==> src/rtl/dwt_mul_scheduler.sv <==
// Issues samples x coefficient to an external FP32 multiplier and buffers results.
// Define DWT_MUL_STICKY_FLAGS_EN to accumulate popped flags into sticky_flags.
module dwt_mul_scheduler #(
    parameter int MUL_LAT    = 7,
    parameter int FLAG_LAT   = 3,
    parameter int FIFO_DEPTH = 8
) (
    input  logic        clk,
    input  logic        rst,
    input  logic        cfg_we,
    input  logic [2:0]  cfg_addr,
    input  logic [31:0] cfg_data,
    input  logic        in_valid,
    output logic        in_ready,
    input  logic [31:0] in_sample,
    input  logic [2:0]  in_sel,
    input  logic [7:0]  in_tag,
    output logic [31:0] mul_a,
    output logic [31:0] mul_b,
    input  logic [31:0] mul_result,
    input  logic        mul_exc,
    input  logic        mul_ovf,
    input  logic        mul_unf,
    output logic        out_valid,
    input  logic        out_ready,
    output logic [31:0] out_data,
    output logic [7:0]  out_tag,
    output logic [2:0]  out_flags,
    output logic [2:0]  sticky_flags
);

    localparam int AW = $clog2(FIFO_DEPTH);
    localparam int CW = $clog2(FIFO_DEPTH + 1);
    localparam int FD = MUL_LAT - FLAG_LAT;
    localparam int EW = 43;

    logic [31:0]    coef [8];
    logic [CW-1:0]  credit;
    logic [CW-1:0]  count;
    logic [AW-1:0]  wptr;
    logic [AW-1:0]  rptr;
    logic [EW-1:0]  mem [FIFO_DEPTH];
    logic [EW-1:0]  head;
    logic [MUL_LAT:0] vld;
    logic [7:0]     tag_p [MUL_LAT+1];
    logic [2:0]     tail_flags;
    logic           accept;
    logic           pop;
    logic           push;

    assign in_ready  = credit < CW'(FIFO_DEPTH);
    assign accept    = in_valid & in_ready;
    assign out_valid = count != '0;
    assign pop       = out_valid & out_ready;
    assign push      = vld[MUL_LAT];

    // Gate the head so an empty FIFO presents zeros, not stale storage.
    assign head      = out_valid ? mem[rptr] : '0;
    assign out_data  = head[42:11];
    assign out_tag   = head[10:3];
    assign out_flags = head[2:0];

    always_ff @(posedge clk) begin
        if (rst) begin
            for (int i = 0; i < 8; i++) begin
                coef[i] <= '0;
            end
        end else if (cfg_we) begin
            coef[cfg_addr] <= cfg_data;
        end
    end

    always_ff @(posedge clk) begin
        if (rst) begin
            mul_a <= '0;
            mul_b <= '0;
        end else if (accept) begin
            mul_a <= in_sample;
            mul_b <= coef[in_sel];
        end
    end

    always_ff @(posedge clk) begin
        if (rst) begin
            vld <= '0;
        end else begin
            vld <= {vld[MUL_LAT-1:0], accept};
        end
    end

    always_ff @(posedge clk) begin
        tag_p[0] <= in_tag;
        for (int k = 1; k <= MUL_LAT; k++) begin
            tag_p[k] <= tag_p[k-1];
        end
    end

    // Flags arrive early; delay them so they land with the result tail.
    if (FD > 0) begin : g_flag_pipe
        logic [2:0] fp [FD];
        always_ff @(posedge clk) begin
            fp[0] <= {mul_exc, mul_ovf, mul_unf};
            for (int k = 1; k < FD; k++) begin
                fp[k] <= fp[k-1];
            end
        end
        assign tail_flags = fp[FD-1];
    end else begin : g_flag_direct
        assign tail_flags = {mul_exc, mul_ovf, mul_unf};
    end

    always_ff @(posedge clk) begin
        if (push) begin
            mem[wptr] <= {mul_result, tag_p[MUL_LAT], tail_flags};
        end
    end

    always_ff @(posedge clk) begin
        if (rst) begin
            wptr  <= '0;
            rptr  <= '0;
            count <= '0;
        end else begin
            if (push) begin
                wptr <= wptr + AW'(1);
            end
            if (pop) begin
                rptr <= rptr + AW'(1);
            end
            if (push && !pop) begin
                count <= count + CW'(1);
            end else if (!push && pop) begin
                count <= count - CW'(1);
            end
        end
    end

    // Credit covers in-flight plus buffered results, so a push always fits.
    always_ff @(posedge clk) begin
        if (rst) begin
            credit <= '0;
        end else if (accept && !pop) begin
            credit <= credit + CW'(1);
        end else if (!accept && pop) begin
            credit <= credit - CW'(1);
        end
    end

`ifdef DWT_MUL_STICKY_FLAGS_EN
    logic [2:0] sticky_q;
    always_ff @(posedge clk) begin
        if (rst) begin
            sticky_q <= '0;
        end else if (pop) begin
            sticky_q <= sticky_q | out_flags;
        end
    end
    assign sticky_flags = sticky_q;
`else
    assign sticky_flags = 3'b000;
`endif

endmodule

==> config.mk <==
export PLATFORM = sky130hd
export DESIGN_NAME = dwt_mul_scheduler
export DESIGN_NICKNAME = d
export VERILOG_FILES = /design/src/rtl/dwt_mul_scheduler.sv
export SDC_FILE = /design/constraint.sdc
export NUM_CORES = 1
export LEC_CHECK = 0
export BUFFER_PORTS_ARGS = -buffer_cell sky130_fd_sc_hd__buf_2
export CORE_MARGIN = 10
export CORE_UTILIZATION = 62
export CTS_BUF_LIST = sky130_fd_sc_hd__clkbuf_4 sky130_fd_sc_hd__clkbuf_8
export CTS_CLUSTER_DIAMETER = 50
export DETAILED_ROUTE_END_ITERATION = 10
export PLACE_DENSITY = 0.87
export SYNTH_ARGS = -nofsm -noshare
export SYNTH_HDL_FRONTEND = slang
export SYNTH_SLANG_ARGS = --single-unit
==> constraint.sdc <==
create_clock -name clk -period 5.2 [get_ports clk]
set_clock_uncertainty 0.2 [all_clocks]
set_input_delay 0.52 -clock clk [delete_from_list [all_inputs] [get_ports clk]]
set_output_delay 0.52 -clock clk [all_outputs]
set_load 0.005 [all_outputs]
# Yosys cells after proc, flatten, opt, wreduce, memory -nomap -nowiden
# Memory sizes are Yosys's and may differ from the RTL's. A register that Yosys moved wholly into a read port is not among the register bits.
# Index checks and enable logic that the tools add are counted.
[totals]
reg_bits = 54
mem_bits_rw = 676
inputBits = 118
memories = 4
[mem_list]
columns = ["memory", "words", "width", "read_ports", "rd_ports_with_merged_regs", "write_ports", "line_no", "rtl"]
rows = [
  ["mem", 8, 43, 1, 1, 1, "42", "logic [EW-1:0] mem [FIFO_DEPTH];"],
  ["coef", 8, 32, 1, 1, 8, "37", "logic [31:0] coef [8];"],
  ["tag_p", 8, 8, 8, 0, 8, "45", "logic [7:0] tag_p [MUL_LAT+1];"],
  ["g_flag_pipe.fp", 4, 3, 4, 0, 4, "100", "logic [2:0] fp [FD];"],
]
[classes]
n_addsub = 6
order_cmp = 1
muxes = 17
bitwise_logic = 2
n_reduce_logical = 11
[op_table]
columns = ["operator", "count"]
rows = [
  ["43-bit two-way mux", 1],
  ["32-bit two-way mux", 1],
  ["32-bit OR reduction", 1],
  ["4-bit two-way mux", 4],
  ["3-bit two-way mux", 3],
  ["4-bit by 1-bit adder with 4-bit output, second input constant", 2],
  ["1-bit two-way mux", 8],
  ["4-bit by 1-bit subtractor with 4-bit output, second input constant", 2],
  ["3-bit by 1-bit adder with 3-bit output, second input constant", 2],
  ["1-bit logical AND", 4],
  ["4-bit < comparator, second input constant", 1],
  ["2-bit nonzero test", 2],
  ["4-bit nonzero test", 1],
  ["1-bit zero test", 3],
  ["1-bit bitwise AND", 2],
]

# Logic depth before layout (Yosys ltp)
[depth]
ltp_word = 6
mapped_depth = 11
mapped_depth_nobuf = 10

# Least setup slack after synthesis
# OpenSTA, ideal clock, no wires.
[synth_path]
kind = "register to register"
from = "reg vld[7]"
to = "mem mem[0][0], enable pin"
setup_time_ps = 497
arrival_ps = 3489
required_time_ps = 4503
slack_ps = 1015
path_stages_with_launch = 3
path_buffers = 0
period_less_slack_ps = 4185
path_cell_list = "dfxtp_1 nand2b_1 nor3_1"
[synth_via]
elab_chain_cells = 2
[synth_rtl]
columns = ["element", "line_no", "rtl"]
rows = [
  ["start, declared", "44", "logic [MUL_LAT:0] vld;"],
  ["start signal, assigned", "87", "vld <= {vld[MUL_LAT-1:0], accept};"],
  ["1-bit two-way mux", "113", "if (push) begin"],
  ["1-bit two-way mux (implied by the code)", "114", "mem[wptr] <= {mul_result, tag_p[MUL_LAT], tail_flags};"],
  ["end, declared", "42", ""],
]
# Every way passes these cells.

==> flow_summary.yaml <==
global_route:
  grt.met3_usage_pct: 4.859
  grt_pass1_vias: 17749
  antenna_found_initial: 6
  track_usage_pct: 24.00
  grt_first_pass_wirelength_mm: 103.4
  busiest_layer: "met2"
  grt_max_degree: 67
  grtUsageMet1_pct: 28.20
  globalRouteMet2Util_pct: 42.22
  gr-total-overflow: 0
sta:
  maxSlewHeadroom_pct: 23.31
  setup_tns_ns: 0
  fin_ws_ns: 1.259
  hold_violations: 0
  fmax_mhz: 253.8
  rsz0062_at_grt: "false"
  tightest_slew_ns: 1.148
  period_needed_ns: 3.941
  drv_slew: 0
  finalSetupViolations: 0
  fin_crit_sh_pct: 75.78
routing:
  wl_per_cell_um: 23.79
  drtPass1Iterations: 5
  routed-via-count: 16553
  postRouteAntennaNets: 0
  wirelength_mm: 67.08
  drt_iter0_drc: 1628
  via_per_inst: 5.870
  route.detailed.drc: 0
setup_path:
  required_ns: 4.48
  endpoint_kind: "primary output"
  arrival_ns: 3.22
  crit_fanout: 53
  reg2reg_depth: 10
  crit_type: "flip-flop to primary output"
  critPathLaunchType: "flip-flop"
yosys:
  synth_enable_flop_cells: 600
  ys.warnings.count: 0
  async_reset_ff_share_pct: 0
  ys_ff_latch: 765
  syn-mean-instance-area_um2: 16.96
  synth.distinct_cells: 38
  synth_top_flop_cell: "edfxtp_1"
  synthesis.area_mm2: 0.02935
  synthCells: 1731
  synth-seq-area-share_pct: 72.64
die:
  die_w_um: 237.6
  die_y_um: 237.6
  start_util_pct: 62.91
  io-pin-count: 230
  die_area_mm2: 0.05644
  core-area_mm2: 0.04665
  floorplan.rows: 79
cts:
  post_cts_resized: 0
  cts.sinks: 765
  cts_made_buffers: 114
  cts_tree: "yes"
  htreeDepth: 3
  clockBufferDepth: 3
  cts_root_buffer: "clkbuf_8"
  insertion_delay_ns: 0.74
  clk_pin_slew_ns: 0.06
placed_design:
  dp_hpwl_mm: 36.00
  placed_cell_area_mm2: 0.03097
  gp_congestion: 0.7872
  place_ws_ns: 1.427
  io_buffers: 226
power_and_ir_drop:
  p_leak_uw: 0.01228
  p_per_area_mw_per_mm2: 415.5
  ir_drop_mv: 0.2757
  power.total_uw: 14290
final_layout:
  area_delta_synth_final_pct: 17.16
  postLayoutCellArea_mm2: 0.03439
  drive_gt1_share_pct: 29.90
  nets: 2237
  final_core_util_pct: 73.70
hold_path:
  whs_path_depth: 0
  hp-class: "flip-flop to flip-flop"
run:
  cap_violations: 0
run_status:
  status: "finished clean"
## cells in the mapped netlist (all sizes together), types with 2 or more instances
library cell | number | area share (%)
buf | 35 | 1.1
a31oi | 2 | 0.043
inv | 6 | 0.077
and2 | 256 | 5.5
edfxtp | 600 | 61
ha | 8 | 0.34
nand2b | 8 | 0.17
o31ai | 32 | 0.82
clkbuf | 68 | 0.94
mux4 | 118 | 9.1
o22ai | 32 | 0.68
fa | 2 | 0.14
dfxtp | 165 | 11
nand2 | 104 | 1.3
mux2 | 66 | 2.5
or2 | 9 | 0.19
xnor2 | 3 | 0.090
nand3 | 4 | 0.068
nor2b | 15 | 0.32
xor2 | 5 | 0.15
nor2 | 100 | 1.3
a211oi | 2 | 0.051
nor3 | 4 | 0.10
mux2i | 46 | 1.6
a21oi | 37 | 0.63
## through the flow
stage / cells / hold slack (ns)
4_1_cts: 2811 / 0.1153
3_3_place_gp: 2492 / 0.1105
2_1_floorplan: 1733 / 0.1096
5_1_grt: 2815 / 0.1189
3_5_place_dp: 2492 / 0.1121
6_report: 2820 / 0.1053
## state kept, by name (all words and copies together), names as in the netlist, named ones only
name / flops
coef: 256
credit: 4
tag_p: 64
count: 4
wptr: 3
mul_b: 32
mul_a: 32
mem: 344
rptr: 3
vld: 8
g_flag_pipe.fp: 12
## placed cells by master, fill, tap and decap left out, drive strengths merged, types with 5 or more instances in the layout
cell and n:
diode 9, o31ai 32, xor2 5, a21oi 37
o22ai 32, dlygate4sd3 108, inv 10, and2 256
nand2b 8, nor2b 15, clkbuf 176, mux2 66
mux2i 46, edfxtp 600, clkinv 28, buf 255
dfxtp 165, nor2 100, ha 8, or2 9
nand2 104, mux4 118
## per-layer routing
metal,vias up,wire length [um],part of all wire (%)
li1,7253,-,-
met1,8372,24170,36
met2,765,35770,53
met3,159,5097,7.6
met4,4,2014,3.0
met5,-,21,0.031
## where the power goes
| group | internal (uW) | switching, uW | leakage, uW | total (uW) |
|---|---|---|---|---|
| clock network | 2630 | 2250 | 0.00124 | 4880 |
| logic | 1100 | 1170 | 0.00413 | 2270 |
| registers | 6860 | 278 | 0.00692 | 7140 |
## worst paths after layout
kind	start	end	slack (ns)
worst max-delay path	flip-flop	out_data[29]	1.26
worst max register to register	credit[3]	credit[3]	1.58
worst min-delay path	tag_p[1][12]	tag_p[1][20]	0.11
worst min register to register	tag_p[1][12]	tag_p[1][20]	0.11
## area by class of cell
cell class,instances,area (um^2)
inverter,6,22.52
multi-input combinational,859,7495
tap,607,759.5
clock buffer,176,2110
sequential,765,21330
clock inverter,35,203.9
fill,2606,12270
timing repair buffer,363,2445
antenna,9,22.52
## logic make-up after synthesis
group / after synthesis / share of synthesized area, %
flip-flops: 765 / 72.64
AND/OR/NAND/NOR: 503 / 9.080
multiplexers: 230 / 13.25
buffers and inverters: 109 / 2.076
AO/OA/AOI/OAI: 105 / 2.225
adder cells (fa/ha/maj): 10 / 0.4775
XOR/XNOR: 8 / 0.2387
other: 1 / 0.01278
## what timing repair did
item	CTS	global route
hold endpoints to repair	558	0
setup buffers	0	0
hold buffers	108	0
## critical path, stage by stage (launching register included)
cell and delay, ns:
dfxtp_4 1.04, buf_12 0.37, mux4_1 0.67, mux2i_1 0.20
nor2_1 0.05, buf_2 0.15
Note: power is estimated with default switching activity, not from simulation.
